===== config.mk =====
export PLATFORM = sky130hd
export DESIGN_NAME = multicycle_control_unit_flat
export DESIGN_NICKNAME = d
export VERILOG_FILES = /design/src/rtl/multicycle_control_unit_if.sv /design/src/rtl/multicycle_control_unit.sv /design/src/flat_wrapper.sv
export SDC_FILE = /design/constraint.sdc
export NUM_CORES = 1
export LEC_CHECK = 0
export ABC_CLOCK_PERIOD_IN_PS = 2200
export BUFFER_PORTS_ARGS = -buffer_cell sky130_fd_sc_hd__buf_4
export CORE_MARGIN = 4
export CORE_UTILIZATION = 30
export DETAILED_ROUTE_END_ITERATION = 8
export PLACE_DENSITY_LB_ADDON = 0.05
export SLEW_MARGIN = 20
export SYNTH_ARGS = -nofsm -noshare
export SYNTH_HDL_FRONTEND = slang
export SYNTH_SLANG_ARGS = --single-unit

===== constraint.sdc =====
create_clock -name clk_i -period 2.2 [get_ports clk_i]
set_input_delay 0.44 -clock clk_i [delete_from_list [all_inputs] [get_ports clk_i]]
set_output_delay 0.44 -clock clk_i [all_outputs]
set_load 0.05 [all_outputs]

===== src/rtl/multicycle_control_unit_if.sv =====
// Handshake and datapath strobe bundle of multicycle_control_unit.
// The slave modport is the control unit; the master modport is the
// fetch/datapath side driving opcodes, flags and memory completion.
interface multicycle_control_unit_if #(
   parameter int OPCODE_W = 4
);
   logic                instr_valid;
   logic [OPCODE_W-1:0] opcode;
   logic                instr_ready;
   logic                zero_flag;
   logic                mem_ready;
   logic                reg_write;
   logic                alu_src;
   logic                jump;
   logic                branch_taken;
   logic                pc_en;
   logic                mem_read;
   logic                mem_write;
   logic [2:0]          alu_op;
   logic                illegal_op;
   logic                mem_err;
   logic                halted;

   modport master (
      output instr_valid, opcode, zero_flag, mem_ready,
      input  instr_ready, reg_write, alu_src, jump, branch_taken, pc_en,
             mem_read, mem_write, alu_op, illegal_op, mem_err, halted
   );

   modport slave (
      input  instr_valid, opcode, zero_flag, mem_ready,
      output instr_ready, reg_write, alu_src, jump, branch_taken, pc_en,
             mem_read, mem_write, alu_op, illegal_op, mem_err, halted
   );
endinterface


===== src/rtl/multicycle_control_unit.sv =====
// Multi-cycle Moore control unit for the 8-bit processor.
// FETCH -> DECODE -> EXEC/MEM -> WB, with a bounded MEM phase (timeout counter).
// Optional macro MCU_ILLEGAL_TRAP_EN: illegal opcodes trap into HALT instead of
// retiring as a NOP.
module multicycle_control_unit #(
   parameter int OPCODE_W    = 4,
   parameter int MEM_TIMEOUT = 16
) (
   input  logic                     clk_i,
   input  logic                     rst_i,
   multicycle_control_unit_if.slave bus
);
   localparam int              CNT_W    = $clog2(MEM_TIMEOUT + 1);
   localparam logic [CNT_W-1:0] CNT_LAST = CNT_W'(MEM_TIMEOUT - 1);
   localparam logic [CNT_W-1:0] CNT_ONE  = CNT_W'(1);
   localparam logic [2:0]       ALU_IDLE = 3'b111;

   typedef enum logic [2:0] {
      S_FETCH  = 3'd0,
      S_DECODE = 3'd1,
      S_EXEC   = 3'd2,
      S_MEM    = 3'd3,
      S_WB     = 3'd4,
      S_HALT   = 3'd5
   } state_t;

   typedef enum logic [2:0] {
      C_ALU, C_JMP, C_BEQ, C_BNE, C_LOAD, C_STORE, C_HALT, C_ILL
   } op_class_t;

   state_t              state_q, state_d;
   logic [OPCODE_W-1:0] ir_q, ir_d;
   logic [CNT_W-1:0]    cnt_q, cnt_d;
   op_class_t           cls_s;

   // Any bit above bit 3 set, or codes B..E, makes the opcode illegal.
   function automatic op_class_t classify(input logic [OPCODE_W-1:0] code);
      op_class_t c;
      if ((code >> 3'd4) != {OPCODE_W{1'b0}}) begin
         c = C_ILL;
      end else begin
         case (code[3:0])
            4'h0, 4'h1, 4'h2, 4'h3, 4'h4, 4'h5: c = C_ALU;
            4'h6:    c = C_JMP;
            4'h7:    c = C_BEQ;
            4'h8:    c = C_LOAD;
            4'h9:    c = C_STORE;
            4'hA:    c = C_BNE;
            4'hF:    c = C_HALT;
            default: c = C_ILL;
         endcase
      end
      return c;
   endfunction

   // ALU function for an opcode; anything that is not an ALU op reads idle.
   function automatic logic [2:0] alu_code(input logic [OPCODE_W-1:0] code);
      logic [2:0] f;
      case (code[3:0])
         4'h0, 4'h1: f = 3'b100;
         4'h2:       f = 3'b000;
         4'h3:       f = 3'b001;
         4'h4:       f = 3'b010;
         4'h5:       f = 3'b011;
         default:    f = ALU_IDLE;
      endcase
      return f;
   endfunction

   assign cls_s = classify(ir_q);

   // State, instruction register and MEM timeout counter.
   always_ff @(posedge clk_i) begin
      if (rst_i) begin
         state_q <= S_FETCH;
         ir_q    <= {OPCODE_W{1'b0}};
         cnt_q   <= {CNT_W{1'b0}};
      end else begin
         state_q <= state_d;
         ir_q    <= ir_d;
         cnt_q   <= cnt_d;
      end
   end

   // Next-state logic; the counter is cleared on the way into MEM.
   always_comb begin
      state_d = state_q;
      ir_d    = ir_q;
      cnt_d   = cnt_q;
      case (state_q)
         S_FETCH: begin
            if (bus.instr_valid) begin
               ir_d    = bus.opcode;
               state_d = S_DECODE;
            end else begin
               state_d = S_FETCH;
            end
         end
         S_DECODE: begin
            case (cls_s)
               C_ALU, C_JMP, C_BEQ, C_BNE: state_d = S_EXEC;
               C_LOAD, C_STORE: begin
                  state_d = S_MEM;
                  cnt_d   = {CNT_W{1'b0}};
               end
               C_HALT: state_d = S_HALT;
`ifdef MCU_ILLEGAL_TRAP_EN
               C_ILL:   state_d = S_HALT;
`else
               C_ILL:   state_d = S_FETCH;
`endif
               default: state_d = S_FETCH;
            endcase
         end
         S_EXEC: begin
            if (cls_s == C_ALU) begin
               state_d = S_WB;
            end else begin
               state_d = S_FETCH;
            end
         end
         S_MEM: begin
            if (bus.mem_ready) begin
               state_d = (cls_s == C_LOAD) ? S_WB : S_FETCH;
            end else if (cnt_q == CNT_LAST) begin
               state_d = S_FETCH;
            end else begin
               cnt_d = cnt_q + CNT_ONE;
            end
         end
         S_WB:    state_d = S_FETCH;
         S_HALT:  state_d = S_HALT;
         default: state_d = S_FETCH;
      endcase
   end

   // Strobe decode from state and IR; everything is forced idle while rst is high.
   always_comb begin
      bus.instr_ready  = 1'b0;
      bus.reg_write    = 1'b0;
      bus.alu_src      = 1'b0;
      bus.jump         = 1'b0;
      bus.branch_taken = 1'b0;
      bus.pc_en        = 1'b0;
      bus.mem_read     = 1'b0;
      bus.mem_write    = 1'b0;
      bus.alu_op       = ALU_IDLE;
      bus.illegal_op   = 1'b0;
      bus.mem_err      = 1'b0;
      bus.halted       = 1'b0;
      if (rst_i) begin
         bus.alu_op = ALU_IDLE;
      end else begin
         case (state_q)
            S_FETCH: bus.instr_ready = 1'b1;
            S_DECODE: begin
               if (cls_s == C_ILL) begin
                  bus.illegal_op = 1'b1;
`ifdef MCU_ILLEGAL_TRAP_EN
                  bus.pc_en      = 1'b0;
`else
                  bus.pc_en      = 1'b1;
`endif
               end else begin
                  bus.illegal_op = 1'b0;
               end
            end
            S_EXEC: begin
               case (cls_s)
                  C_ALU: begin
                     bus.alu_op  = alu_code(ir_q);
                     bus.alu_src = (ir_q[3:0] == 4'h0);
                  end
                  C_JMP: begin
                     bus.jump  = 1'b1;
                     bus.pc_en = 1'b1;
                  end
                  C_BEQ: begin
                     bus.branch_taken = bus.zero_flag;
                     bus.pc_en        = 1'b1;
                  end
                  C_BNE: begin
                     bus.branch_taken = ~bus.zero_flag;
                     bus.pc_en        = 1'b1;
                  end
                  default: bus.alu_op = ALU_IDLE;
               endcase
            end
            S_MEM: begin
               bus.mem_read  = (cls_s == C_LOAD);
               bus.mem_write = (cls_s == C_STORE);
               if (bus.mem_ready) begin
                  bus.pc_en = (cls_s == C_STORE);
               end else if (cnt_q == CNT_LAST) begin
                  bus.mem_err = 1'b1;
                  bus.pc_en   = 1'b1;
               end else begin
                  bus.pc_en = 1'b0;
               end
            end
            S_WB: begin
               bus.reg_write = 1'b1;
               bus.pc_en     = 1'b1;
               bus.alu_op    = alu_code(ir_q);
               bus.alu_src   = (cls_s == C_ALU) && (ir_q[3:0] == 4'h0);
            end
            S_HALT:  bus.halted = 1'b1;
            default: bus.alu_op = ALU_IDLE;
         endcase
      end
   end
endmodule


===== src/flat_wrapper.sv =====
// flat-port wrapper written by rule: the top's interface ports become plain ports
module multicycle_control_unit_flat 
#(
   parameter int OPCODE_W    = 4,
   parameter int MEM_TIMEOUT = 16
)
  (clk_i, rst_i, bus_instr_valid, bus_opcode, bus_zero_flag, bus_mem_ready, bus_instr_ready, bus_reg_write, bus_alu_src, bus_jump, bus_branch_taken, bus_pc_en, bus_mem_read, bus_mem_write, bus_alu_op, bus_illegal_op, bus_mem_err, bus_halted);
  multicycle_control_unit_if #(.OPCODE_W(OPCODE_W)) bus_i ();
  input  logic clk_i;
  input  logic rst_i;
  input wire logic [$bits(bus_i.instr_valid)-1:0] bus_instr_valid;
  input wire logic [$bits(bus_i.opcode)-1:0] bus_opcode;
  input wire logic [$bits(bus_i.zero_flag)-1:0] bus_zero_flag;
  input wire logic [$bits(bus_i.mem_ready)-1:0] bus_mem_ready;
  output wire logic [$bits(bus_i.instr_ready)-1:0] bus_instr_ready;
  output wire logic [$bits(bus_i.reg_write)-1:0] bus_reg_write;
  output wire logic [$bits(bus_i.alu_src)-1:0] bus_alu_src;
  output wire logic [$bits(bus_i.jump)-1:0] bus_jump;
  output wire logic [$bits(bus_i.branch_taken)-1:0] bus_branch_taken;
  output wire logic [$bits(bus_i.pc_en)-1:0] bus_pc_en;
  output wire logic [$bits(bus_i.mem_read)-1:0] bus_mem_read;
  output wire logic [$bits(bus_i.mem_write)-1:0] bus_mem_write;
  output wire logic [$bits(bus_i.alu_op)-1:0] bus_alu_op;
  output wire logic [$bits(bus_i.illegal_op)-1:0] bus_illegal_op;
  output wire logic [$bits(bus_i.mem_err)-1:0] bus_mem_err;
  output wire logic [$bits(bus_i.halted)-1:0] bus_halted;
  assign bus_i.instr_valid = bus_instr_valid;
  assign bus_i.opcode = bus_opcode;
  assign bus_i.zero_flag = bus_zero_flag;
  assign bus_i.mem_ready = bus_mem_ready;
  assign bus_instr_ready = bus_i.instr_ready;
  assign bus_reg_write = bus_i.reg_write;
  assign bus_alu_src = bus_i.alu_src;
  assign bus_jump = bus_i.jump;
  assign bus_branch_taken = bus_i.branch_taken;
  assign bus_pc_en = bus_i.pc_en;
  assign bus_mem_read = bus_i.mem_read;
  assign bus_mem_write = bus_i.mem_write;
  assign bus_alu_op = bus_i.alu_op;
  assign bus_illegal_op = bus_i.illegal_op;
  assign bus_mem_err = bus_i.mem_err;
  assign bus_halted = bus_i.halted;
  multicycle_control_unit #(.OPCODE_W(OPCODE_W), .MEM_TIMEOUT(MEM_TIMEOUT)) u_core (.clk_i(clk_i), .rst_i(rst_i), .bus(bus_i));
endmodule

==> metrics.log, run 1 <==
[metrics] unrepaired setup endpoints after global routing: true
[metrics] global-route total usage across every layer: between 10 and 15%
[metrics] category of the worst setup path launch point: flip-flop
[metrics] RePlAce Congestion: around 0.73
[metrics] max capacitance violation total: 0
[metrics] nature of the critical path endpoint: output pin
[metrics] iteration count of the initial detailed-routing pass: 4
[metrics] Clk Latency, worst-skew pair: 0.24 ns
[metrics] proportion of total power due to net switching: 32.2%
[metrics] worst path cell trace: ha_4, and3_4, ha_4, nor2b_4, a31oi_1, nor3_1, or4_4, buf_8
[metrics] violated checks: setup timing
[metrics] number of buffers inserted during clock tree synthesis: 3
[metrics] count of flip-flops with a built-in enable after synthesis: 0
[metrics] Core Rows: 22
[metrics] Die W: 70.6 µm
[metrics] switching component of the power: 0.000250 W
[metrics] delay of the slowest cell on the worst path: 0.49 ns
[metrics] most used cell, CP: sky130_fd_sc_hd__ha_4
[metrics] clock share of power: 28.4%
[metrics] per-cell routed wire length: 13.4 µm
[metrics] initial antenna violation count: 0
[metrics] Synth area leaders: sky130_fd_sc_hd__dfxtp_1 (26%), sky130_fd_sc_hd__mux2i_1 (5.1%), sky130_fd_sc_hd__buf_6 (3.8%)
[metrics] total vias in the final route: 1051
[metrics] Antenna Violating Nets Remaining: 0
[metrics] post-synth net total: 142
[metrics] Final HPWL DP: 2.21 mm
[metrics] post-route non-filler standard cell count: 210
[metrics] number of design rule violations left after detail routing: 0
[metrics] Max rail drop VDD: 0.324 mV
[metrics] count of inserted antenna diode cells: 0
[metrics] placed insts: around 200
[metrics] vias per cell: 5.00
[metrics] number of pins exceeding their max-slew limit in the final report: 0
[metrics] IO buf count: 22
[metrics] shortest clock period the worst path allows after layout: roughly 2.5 ns
[metrics] Post-Layout Inst Area: 1550 µm²
[metrics] worst-path maximum fanout: 2
[metrics] Final #Nets: around 170
[metrics] initial standard-cell utilization of the core: 31.6%
[metrics] multiplexer fraction of the synthesized cell area: 5.11%
[metrics] maximum clock frequency: 400 MHz
[metrics] buffer type at the clock tree root: sky130_fd_sc_hd__clkbuf_8
[metrics] CP max stage cell: sky130_fd_sc_hd__or4_4
[metrics] worst-margin pin slew: 0.391 ns
[metrics] data arrival time of the critical path: 2.06 ns
[metrics] synth-to-layout area growth: 31.8%
[metrics] tightest slew margin relative to the limit: 73.8%
[metrics] CTS tree: done
[metrics] area of the mapped netlist: about 1200 µm²
[metrics] cells after synthesis: 131
[metrics] largest area contributor in the netlist: sky130_fd_sc_hd__dfxtp_1
[metrics] mean cell area of the mapped netlist: 8.98 µm²
[metrics] combinational family with the most area after synthesis: simple AND/OR/NAND/NOR gates
[metrics] Power per Cell Area: about 500 nW/µm²
[metrics] TritonCTS sink count: 15
[metrics] die span in y: 70.6 µm
[metrics] Synth async-reset ratio: 0%
[metrics] via count of the first global-routing pass: ~1.0k
[metrics] cell area after placement: approximately 1500 µm²
[metrics] total leakage power: 0.637 nW
[metrics] worst hold-check path type: in -> reg
[metrics] Iter 0 DRT Violations: 44
[metrics] final wirelength: between 2 and 3 mm
[metrics] GRT Residual Overflow: 0
[metrics] Data required, critical path: 1.76 ns
[metrics] Reg power frac: 41.0%
[metrics] share of synthesized area occupied by flip-flops and latches: about 26%
[metrics] share of the cycle needed by the critical path after routing: 114%
[metrics] share of final-layout standard cells stronger than drive strength 1: 43.8%
[metrics] Final WS setup: -0.300 ns
[metrics] die area: 4990 µm²
[metrics] total of endpoints with negative setup slack in the final report: 2
[metrics] post-synthesis compound-gate area fraction: 16.5%
[metrics] cell internal power dissipation: around 0.00053 W
[metrics] clock-pin slew on the worst setup and hold paths: 0.06 ns
[metrics] area share of the largest cell type after synthesis: 25.5%
[metrics] critical path type: reg -> out
[metrics] clock skew: 0.000501 ns
[metrics] CORE AREA: 3720 µm²
[metrics] number of endpoints with negative hold slack in the final report: 0
[metrics] number of register bits inferred by synthesis: 15
[metrics] count of boundary I/O pins: 23
[metrics] largest buffer count on any clock path: 2
[metrics] number of distinct standard cells referenced by the synthesized netlist: 53
[metrics] H-tree depth reported by CTS: 1
[metrics] Post-Synth Simple-Gate Area: approximately 38%
[metrics] Post-synth top flop: sky130_fd_sc_hd__dfxtp_1
[metrics] share of total power in combinational logic: 30.6%
[metrics] outcome: finished with violations
[metrics] fraction of the mapped netlist area in adder cells: 2.13%
[metrics] largest net degree at the start of global routing: 16
[metrics] xor and xnor fraction of the mapped netlist area: 3.72%
[metrics] wire length of the first global-routing pass: 4.99 mm
[metrics] Synth Warn #: 0
[path summary, 6_finish.rpt]
kind	start	end	slack, ns	cells after the start
hold / removal	bus_opcode[0]	u_core.ir_q[0]$_SDFFE_PP0N_	0.47	3
setup reg to reg	u_core.cnt_q[1]$_SDFFE_PP0P_	u_core.cnt_q[0]$_SDFFE_PP0P_	0.44	8
setup / recovery	u_core.cnt_q[1]$_SDFFE_PP0P_	bus_pc_en	-0.30	8
hold reg to reg	u_core.cnt_q[4]$_SDFFE_PP0P_	u_core.cnt_q[4]$_SDFFE_PP0P_	0.49	2
[flip-flops by register name (all words and copies together), names as in the netlist]
name / cells
u_core.cls_s: 3
u_core.cnt_q: 5
u_core.ir_q: 4
u_core.state_q: 3
[power by group through the flow]
| stage | Clock (W) | Sequential [W] | Combinational, W |
|---|---|---|---|
| finish | 0.000221 | 0.000319 | 0.000238 |
| global route | 0.000238 | 0.000322 | 0.000260 |
| CTS | 0.000233 | 0.000318 | 0.000240 |
| detailed placement | 0 | 0.000323 | 0.000237 |
| global placement | 0 | 0.000323 | 0.000238 |
| floorplan | 0 | 0.000309 | 0.000193 |
[routing by layer]
layer / wire length [µm] / global-route usage [%] / vias to the layer above / part of all wire (%)
li1: - / - / 537 / -
met1: 1430 / 17.6 / 488 / 51
met2: 1220 / 17.6 / 22 / 43
met3: 114 / 1.99 / 4 / 4.1
met4: 53 / 6.26 / 0 / 1.9
met5: 0 / 0 / - / 0
[per-stage QoR]
| step | worst slack, ns | power (W) | TNS (ns) | util (%) | hold slack, ns |
|---|---|---|---|---|---|
| 6_report | -0.300 | 0.000777 | -0.310 | 41.7 | 0.469 |
| 5_1_grt | -0.344 | 0.000821 | -0.869 | 41.7 | 0.504 |
| 4_1_cts | -0.327 | 0.000791 | -0.391 | 41.2 | 0.467 |
| 3_5_place_dp | -0.116 | 0.000561 | -0.116 | 39.2 | 0.480 |
| 3_3_place_gp | -0.0959 | 0.000561 | -0.0959 | 39.2 | 0.474 |
| 2_1_floorplan | 0.0213 | 0.000501 | 0 | - | 0.454 |
[cell families (layout without fill, tap and decap cells)]
logic type                 Yosys count  in the layout
xor gates and xnor gates             5              5
DFF                                 15             15
buffers and inverters               12             43
muxes                                6              6
and+or+nand+nor                     65             65
AOI/OAI and AO/OA                   26             26
adders and majority gates            2              2
[cells in the mapped netlist, drive strengths merged (2+ instances only)]
cell type / count
nand2b: 5
and3b: 2
nor2b: 5
o211ai: 2
and3: 4
nand3b: 3
a21o: 2
clkbuf: 7
o21bai: 3
buf: 4
nor4: 4
a21oi: 4
nor3b: 5
xor2: 5
nor2: 10
a2111oi: 2
o21ai: 3
dfxtp: 15
ha: 2
mux2i: 6
a31oi: 2
nand3: 2
a211oi: 2
nand2: 11
nor3: 6
and2: 2
[cell usage in the layout, fill, tap and decap left out, drive strengths merged, types with 3 or more instances in the layout]
cell,instances
buf,38
dfxtp,15
nand2,11
nor2,10
mux2i,6
nor3,6
xor2,5
nand2b,5
nor2b,5
nor3b,5
a21oi,4
clkbuf,4
nor4,4
and3,4
o21bai,3
nand3b,3
o21ai,3
[cell type report]
class	instances	area, µm²
inverters	1	3.75
well taps	48	60.1
repair buffers	38	300
fillers	387	2170
clock buffers	4	45.0
multi-input cells	104	836
flip-flops and latches	15	305
[critical path, delay by kind of cell (launching register included)]
kind / cells / cell delay, ns
simple gates: 4 / 0.87
flops: 1 / 0.33
fa+ha+maj: 2 / 0.30
buf+inv: 1 / 0.17
compound gates: 1 / 0.14
[repair_timing]
item,in CTS,in global routing
pin swaps,3,0
setup buffers,2,0
endpoints found under the setup margin,5,7
hold buffers,0,0
gates resized for setup,6,5
Note: power is estimated with default switching activity, not from simulation.
==> inputs of run 2 (changes only) <==
--- a/config.mk
+++ b/config.mk
@@ -5,7 +5,7 @@
 export SDC_FILE = /design/constraint.sdc
 export NUM_CORES = 1
 export LEC_CHECK = 0
-export ABC_CLOCK_PERIOD_IN_PS = 2200
+export ABC_CLOCK_PERIOD_IN_PS = 2000
 export BUFFER_PORTS_ARGS = -buffer_cell sky130_fd_sc_hd__buf_4
 export CORE_MARGIN = 4
 export CORE_UTILIZATION = 30
==> constraint.sdc (replaced) <==
create_clock -name clk_i -period 2 [get_ports clk_i]
set_input_delay 0.4 -clock clk_i [delete_from_list [all_inputs] [get_ports clk_i]]
set_output_delay 0.4 -clock clk_i [all_outputs]
set_load 0.05 [all_outputs]
==> metrics.log, run 2 (synthesis gave the netlist of run 1 again) <==
[metrics] outcome: finished with violations
[metrics] violated checks: setup timing
[metrics] max capacitance violation total: 0
[metrics] worst-margin pin slew: ~0.43 ns
[metrics] IO buf count: 22
[metrics] critical path type: reg -> out
[metrics] count of inserted antenna diode cells: 0
[metrics] maximum clock frequency: about 400 MHz
[metrics] worst path cell trace: ha_4, and3_4, ha_4, nor2b_4, a31oi_4, nor3_2, or4_4, buf_8
[metrics] shortest clock period the worst path allows after layout: 2.45 ns
[metrics] via count of the first global-routing pass: between 1k and 1.5k
[metrics] number of buffers inserted during clock tree synthesis: 3
[metrics] worst-case register-to-register setup slack: 0.20 ns
[metrics] wire length of the first global-routing pass: 4.97 mm
[metrics] Power per Cell Area: approximately 540 nW/µm²
[metrics] initial antenna violation count: 0
[metrics] largest net degree at the start of global routing: 13
[metrics] category of the worst setup path launch point: flip-flop
[metrics] number of pins exceeding their max-slew limit in the final report: 0
[metrics] most used cell, CP: sky130_fd_sc_hd__ha_4
[metrics] CORE AREA: 3720 µm²
[metrics] worst-path maximum fanout: 2
[metrics] cell count of the worst reg-to-reg path: 8
[metrics] critical register-to-register path endpoint: u_core.cnt_q[0]$_SDFFE_PP0P_
[metrics] final wirelength: around 3.0 mm
[metrics] Hold Worst Slack: 0.430 ns
[metrics] die area: 4990 µm²
[metrics] GRT Residual Overflow: 0
[metrics] delay of the slowest cell on the worst path: 0.48 ns
[metrics] data arrival time of the critical path: around 2.1 ns
[metrics] CTS tree: done
[metrics] total vias in the final route: about 1.1k
[metrics] Core Rows: 22
[metrics] CP max stage cell: sky130_fd_sc_hd__or4_4
[metrics] commonest non-fill, non-tap cells in the layout: sky130_fd_sc_hd__buf_4 (40), sky130_fd_sc_hd__nand2_1 (10), sky130_fd_sc_hd__dfxtp_1 (10), sky130_fd_sc_hd__buf_6 (7)
[metrics] worst hold path startpoint: bus_opcode[0]
[metrics] vias per cell: 5.01
[metrics] buffer type at the clock tree root: sky130_fd_sc_hd__clkbuf_8
[metrics] worst hold path cell count: 3
[metrics] largest buffer count on any clock path: 2
[metrics] Data required, critical path: 1.60 ns
[metrics] per-cell routed wire length: around 14 µm
[metrics] most common cell after layout, fill and taps aside: sky130_fd_sc_hd__buf_4
[metrics] share of the cycle needed by the critical path after routing: 122%
[metrics] number of endpoints with negative hold slack in the final report: 0
[metrics] nature of the critical path endpoint: output pin
[metrics] total leakage power: 0.693 nW
[metrics] count of boundary I/O pins: 23
[metrics] iteration count of the initial detailed-routing pass: 4
[metrics] Clk Latency, worst-skew pair: approximately 0.25 ns
[metrics] global-route total usage across every layer: about an eighth
[metrics] Largest Register: u_core.cnt_q
[metrics] Antenna Violating Nets Remaining: 0
[metrics] worst hold-check path type: in -> reg
[metrics] worst flop-to-flop path startpoint: u_core.cnt_q[0]$_SDFFE_PP0P_
[metrics] H-tree depth reported by CTS: 1
[metrics] Final #Nets: 184
[metrics] sequential cell area: 312 µm²
[metrics] Setup crit start: u_core.cnt_q[0]$_SDFFE_PP0P_
[metrics] flip-flop count of the largest register after layout: 5
[metrics] total of endpoints with negative setup slack in the final report: 2
[metrics] TritonCTS sink count: 15
[metrics] unrepaired setup endpoints after global routing: true
[metrics] Iter 0 DRT Violations: 42
[metrics] biggest registers after layout: u_core.cnt_q (5), u_core.ir_q (4)
[metrics] tightest slew margin relative to the limit: 71.2%
[metrics] Hold Crit Endpoint: u_core.ir_q[0]$_SDFFE_PP0N_
[metrics] number of design rule violations left after detail routing: 0
[metrics] clock skew: 0.00548 ns
[metrics] Max rail drop VDD: 0.246 mV
[metrics] Final HPWL DP: 2.30 mm
[metrics] synth-to-layout area growth: 45.2%
[metrics] Die W: 70.6 µm
[metrics] overall power: 0.000914 W
[metrics] initial standard-cell utilization of the core: 31.6%
[metrics] share of final-layout standard cells stronger than drive strength 1: 51.2%
[metrics] clock-pin slew on the worst setup and hold paths: 0.07 ns
[metrics] Final WS setup: -0.447 ns
[metrics] multi-input gate area in the final layout: between 800 and 900 µm²
[metrics] RePlAce Congestion: 0.772
[metrics] layout filler cell count: between 300 and 400
[metrics] die span in y: 70.6 µm
[run 2: power by group]
group | total (W) | internal, W | switching [W]
clock network | 0.000253 | 0.000140 | 0.000113
logic | 0.000311 | 0.000153 | 0.000158
registers | 0.000350 | 0.000317 | 0.0000322
[run 2: area by class of cell]
type | instances | area share (%)
Tap cell | 48 | 3.52
Multi-Input combinational cell | 104 | 52.1
Inverter | 1 | 0.220
Clock inverter | 1 | 0.440
Timing Repair Buffer | 48 | 23.1
Clock buffer | 3 | 2.42
Sequential cell | 15 | 18.2
[run 2: critical path, delay by kind of cell, from the launching register on]
kind / cells / cell delay, ns
buffers and inverters: 1 / 0.16
flip-flops: 1 / 0.34
adder cells (fa/ha/maj): 2 / 0.31
AND/OR/NAND/NOR: 4 / 0.85
AO/OA/AOI/OAI: 1 / 0.13
[run 2: worst max path at each step]
stage	endpoint	cells past startpoint
after detailed placement	bus_pc_en	8
after global routing	bus_pc_en	8
after floorplan	bus_pc_en	7
final	bus_pc_en	8
after CTS	bus_pc_en	8
after global placement	bus_pc_en	8
[run 2: metal layers]
layer | up-vias | global-route usage, % | wire length [µm]
li1 | 565 | - | -
met1 | 511 | 16.2 | 1380
met2 | 23 | 19.5 | 1420
met3 | 4 | 3.13 | 136
met4 | 0 | 5.01 | 40
met5 | - | 0 | 0
[run 2: stage by stage]
step                      cell area (µm²)  TNS, ns  util, %  instances  setup WS [ns]
after floorplan                      1230   -0.138        -        131         -0.138
after global placement               1510   -0.252     40.5        210         -0.252
after detailed placement             1510   -0.264     40.5        210         -0.264
after CTS                            1640   -0.685     44.2        216         -0.502
after global routing                 1710   -0.881     46.0        220         -0.512
final                                1710   -0.569     46.0        220         -0.447
[run 2: repair_timing]
action                     in CTS  in global routing
hold buffers                    0                  0
cloned                          0                  0
buffers inserted                2                  4
pin swaps                       8                  3
gates resized for setup        18                  7
setup endpoints to repair      10                  8
==> inputs of run 3 (changes only) <==
--- a/config.mk
+++ b/config.mk
@@ -7,9 +7,12 @@
 export LEC_CHECK = 0
 export ABC_CLOCK_PERIOD_IN_PS = 2000
 export BUFFER_PORTS_ARGS = -buffer_cell sky130_fd_sc_hd__buf_4
+export CAP_MARGIN = 10
 export CORE_MARGIN = 4
 export CORE_UTILIZATION = 30
+export CTS_CLUSTER_SIZE = 16
 export DETAILED_ROUTE_END_ITERATION = 8
+export MAX_ROUTING_LAYER = met4
 export PLACE_DENSITY_LB_ADDON = 0.05
 export SLEW_MARGIN = 20
 export SYNTH_ARGS = -nofsm -noshare
==> metrics.log, run 3 (synthesis gave the netlist of run 1 again) <==
[metrics] Iter 0 DRT Violations: 45
[metrics] fraction of met2 tracks used by global routing: 19.4%
[metrics] worst-case register-to-register setup slack: 0.20 ns
[metrics] fin util: 46.0%
[metrics] total of endpoints with negative setup slack in the final report: 2
[metrics] Setup crit start: u_core.cnt_q[0]$_SDFFE_PP0P_
[metrics] outcome: finished with violations
[metrics] most common cell after layout, fill and taps aside: sky130_fd_sc_hd__buf_4
[metrics] number of buffers inserted during clock tree synthesis: 3
[metrics] cell count of the worst reg-to-reg path: 8
[metrics] clock share of power: ~28%
[metrics] worst flop-to-flop path startpoint: u_core.cnt_q[0]$_SDFFE_PP0P_
[metrics] buffer type at the clock tree root: sky130_fd_sc_hd__clkbuf_8
[metrics] via count of the first global-routing pass: ~1.1k
[metrics] met3 demand-to-capacity share in global routing: under 10%
[metrics] die span in y: 70.6 µm
[metrics] count of inserted antenna diode cells: 0
[metrics] cell internal power dissipation: a little over 0.0006 W
[metrics] Final WS setup: -0.447 ns
[metrics] switching component of the power: 0.000303 W
[metrics] tightest slew margin relative to the limit: between 70% and 80%
[metrics] Hold Worst Slack: 0.426 ns
[metrics] number of pins exceeding their max-slew limit in the final report: 0
[metrics] count of boundary I/O pins: 23
[metrics] TritonCTS sink count: 15
[metrics] CP max stage cell: sky130_fd_sc_hd__or4_4
[metrics] CTS tree: done
[metrics] Largest Register: u_core.cnt_q
[metrics] total vias in the final route: 1101
[metrics] data arrival time of the critical path: between 2 and 2.5 ns
[metrics] initial antenna violation count: 0
[metrics] worst hold-check path type: in -> reg
[metrics] biggest registers after layout: u_core.cnt_q (5), u_core.ir_q (4)
[metrics] global-route total usage across every layer: between 10% and 20%
[metrics] most used cell, CP: sky130_fd_sc_hd__ha_4
[metrics] RePlAce Congestion: roughly 0.78
[metrics] maximum clock frequency: about 410 MHz
[metrics] synth-to-layout area growth: 45.2%
[metrics] Die W: 70.6 µm
[metrics] Clk Latency, worst-skew pair: about 0.25 ns
[metrics] Post-Layout Inst Area: ~1700 µm²
[metrics] cell area after placement: about 1500 µm²
[metrics] number of endpoints with negative hold slack in the final report: 0
[metrics] Final #Nets: ~180
[metrics] share of total power in combinational logic: around a third
[metrics] clock skew: around 0.0054 ns
[metrics] max capacitance violation total: 0
[metrics] per-cell routed wire length: roughly 14 µm
[metrics] iteration count of the initial detailed-routing pass: 4
[metrics] most used routing layer in global routing: met2
[metrics] IO buf count: 22
[metrics] H-tree depth reported by CTS: 1
[metrics] layout filler cell count: 372
[metrics] worst-path maximum fanout: 2
[metrics] commonest non-fill, non-tap cells in the layout: sky130_fd_sc_hd__buf_4 (40), sky130_fd_sc_hd__nand2_1 (10), sky130_fd_sc_hd__dfxtp_1 (10), sky130_fd_sc_hd__buf_6 (7)
[metrics] nature of the critical path endpoint: output pin
[metrics] Critical path buffers and inverters: 1
[metrics] delay of the slowest cell on the worst path: 0.48 ns
[metrics] Max rail drop VDD: 0.246 mV
[metrics] clock-pin slew on the worst setup and hold paths: ~0.070 ns
[metrics] share of final-layout standard cells stronger than drive strength 1: 51.2%
[metrics] share of the cycle needed by the critical path after routing: 122%
[metrics] worst path cell trace: ha_4, and3_4, ha_4, nor2b_4, a31oi_4, nor3_2, or4_4, buf_8
[metrics] Antenna Violating Nets Remaining: 0
[metrics] wire length of the first global-routing pass: roughly 5.0 mm
[metrics] Reg power frac: 38.3%
[metrics] CORE AREA: around 3700 µm²
[metrics] GRT Residual Overflow: 0
[metrics] number of design rule violations left after detail routing: 0
[metrics] category of the worst setup path launch point: flip-flop
[metrics] proportion of total power due to net switching: 33.2%
[metrics] violated checks: setup timing
[metrics] met1 GRT Util: between 10% and 20%
[metrics] flip-flop count of the largest register after layout: 5
[metrics] endpoint of the most critical setup path: bus_pc_en
[metrics] final wirelength: about 3.0 mm
[metrics] Final HPWL DP: 2.30 mm
[metrics] Core Rows: 22
[metrics] largest buffer count on any clock path: 2
[metrics] largest net degree at the start of global routing: 13
[metrics] Power per Cell Area: about 540 nW/µm²
[metrics] Largest delay share family, worst path: simple AND/OR/NAND/NOR gates
[metrics] critical path type: reg -> out
[metrics] total leakage power: 0.693 nW
[metrics] Data required, critical path: 1.60 ns
[metrics] vias per cell: 5.00
[metrics] shortest clock period the worst path allows after layout: about 2.4 ns
[metrics] initial standard-cell utilization of the core: 31.6%
[metrics] worst-margin pin slew: 0.431 ns
[metrics] die area: around 5000 µm²
[metrics] Critical Path Stages: 8
[metrics] critical register-to-register path endpoint: u_core.cnt_q[0]$_SDFFE_PP0P_
[metrics] unrepaired setup endpoints after global routing: true
[run 3: metal layers]
metal,part of all wire (%),up-vias
met2,48,23
met4,1.3,0
met5,0,-
li1,-,565
met1,47,509
met3,3.9,4
[run 3: worst min-delay path, delay by kind of cell]
family	cells	cell delay, ns
buffers and inverters	1	0.10
multiplexers	1	0.06
AND/OR/NAND/NOR	1	0.08
[run 3: what timing repair did]
action | 4_1_cts | 5_1_grt
gates resized for setup | 18 | 7
pin swaps | 8 | 3
setup buffers | 2 | 4
endpoints found under the setup margin | 10 | 8
hold buffers | 0 | 0
gates cloned | 0 | 0
[run 3: how the worst min path moves through the flow]
stage | start | endpoint | slack [ns] | depth (start not counted)
floorplan | u_core.cnt_q[4]$_SDFFE_PP0P_ | u_core.cnt_q[4]$_SDFFE_PP0P_ | 0.45 | 2
global placement | u_core.cnt_q[4]$_SDFFE_PP0P_ | u_core.cnt_q[4]$_SDFFE_PP0P_ | 0.48 | 2
detailed placement | u_core.cnt_q[4]$_SDFFE_PP0P_ | u_core.cnt_q[4]$_SDFFE_PP0P_ | 0.48 | 2
CTS | bus_opcode[0] | u_core.ir_q[0]$_SDFFE_PP0N_ | 0.42 | 3
global route | bus_opcode[2] | u_core.ir_q[2]$_SDFFE_PP0N_ | 0.42 | 3
finish | bus_opcode[0] | u_core.ir_q[0]$_SDFFE_PP0N_ | 0.43 | 3
[run 3: layout make-up]
class                           instances  area [µm²]  share of cell area, %
Multi-Input combinational cell        104         890                   52.1
Timing Repair Buffer                   48         394                   23.1
Sequential cell                        15         312                   18.2
Tap cell                               48        60.1                   3.52
Clock buffer                            3        41.3                   2.42
Clock inverter                          1        7.51                  0.440
Inverter                                1        3.75                  0.220
[run 3: power by group through the flow]
stage / Combinational [W] / Clock, W / Sequential [W]
global placement: 0.000279 / 0 / 0.000354
detailed placement: 0.000279 / 0 / 0.000354
global route: 0.000338 / 0.000282 / 0.000353
CTS: 0.000297 / 0.000270 / 0.000349
floorplan: 0.000212 / 0 / 0.000340
finish: 0.000311 / 0.000253 / 0.000350
[run 3: through the flow]
stage	instances	total power (W)	setup WS, ns	setup TNS (ns)
floorplan	131	0.000552	-0.138	-0.138
global placement	210	0.000632	-0.252	-0.252
detailed placement	210	0.000633	-0.264	-0.264
CTS	216	0.000916	-0.502	-0.685
global route	220	0.000973	-0.512	-0.881
finish	220	0.000914	-0.447	-0.569
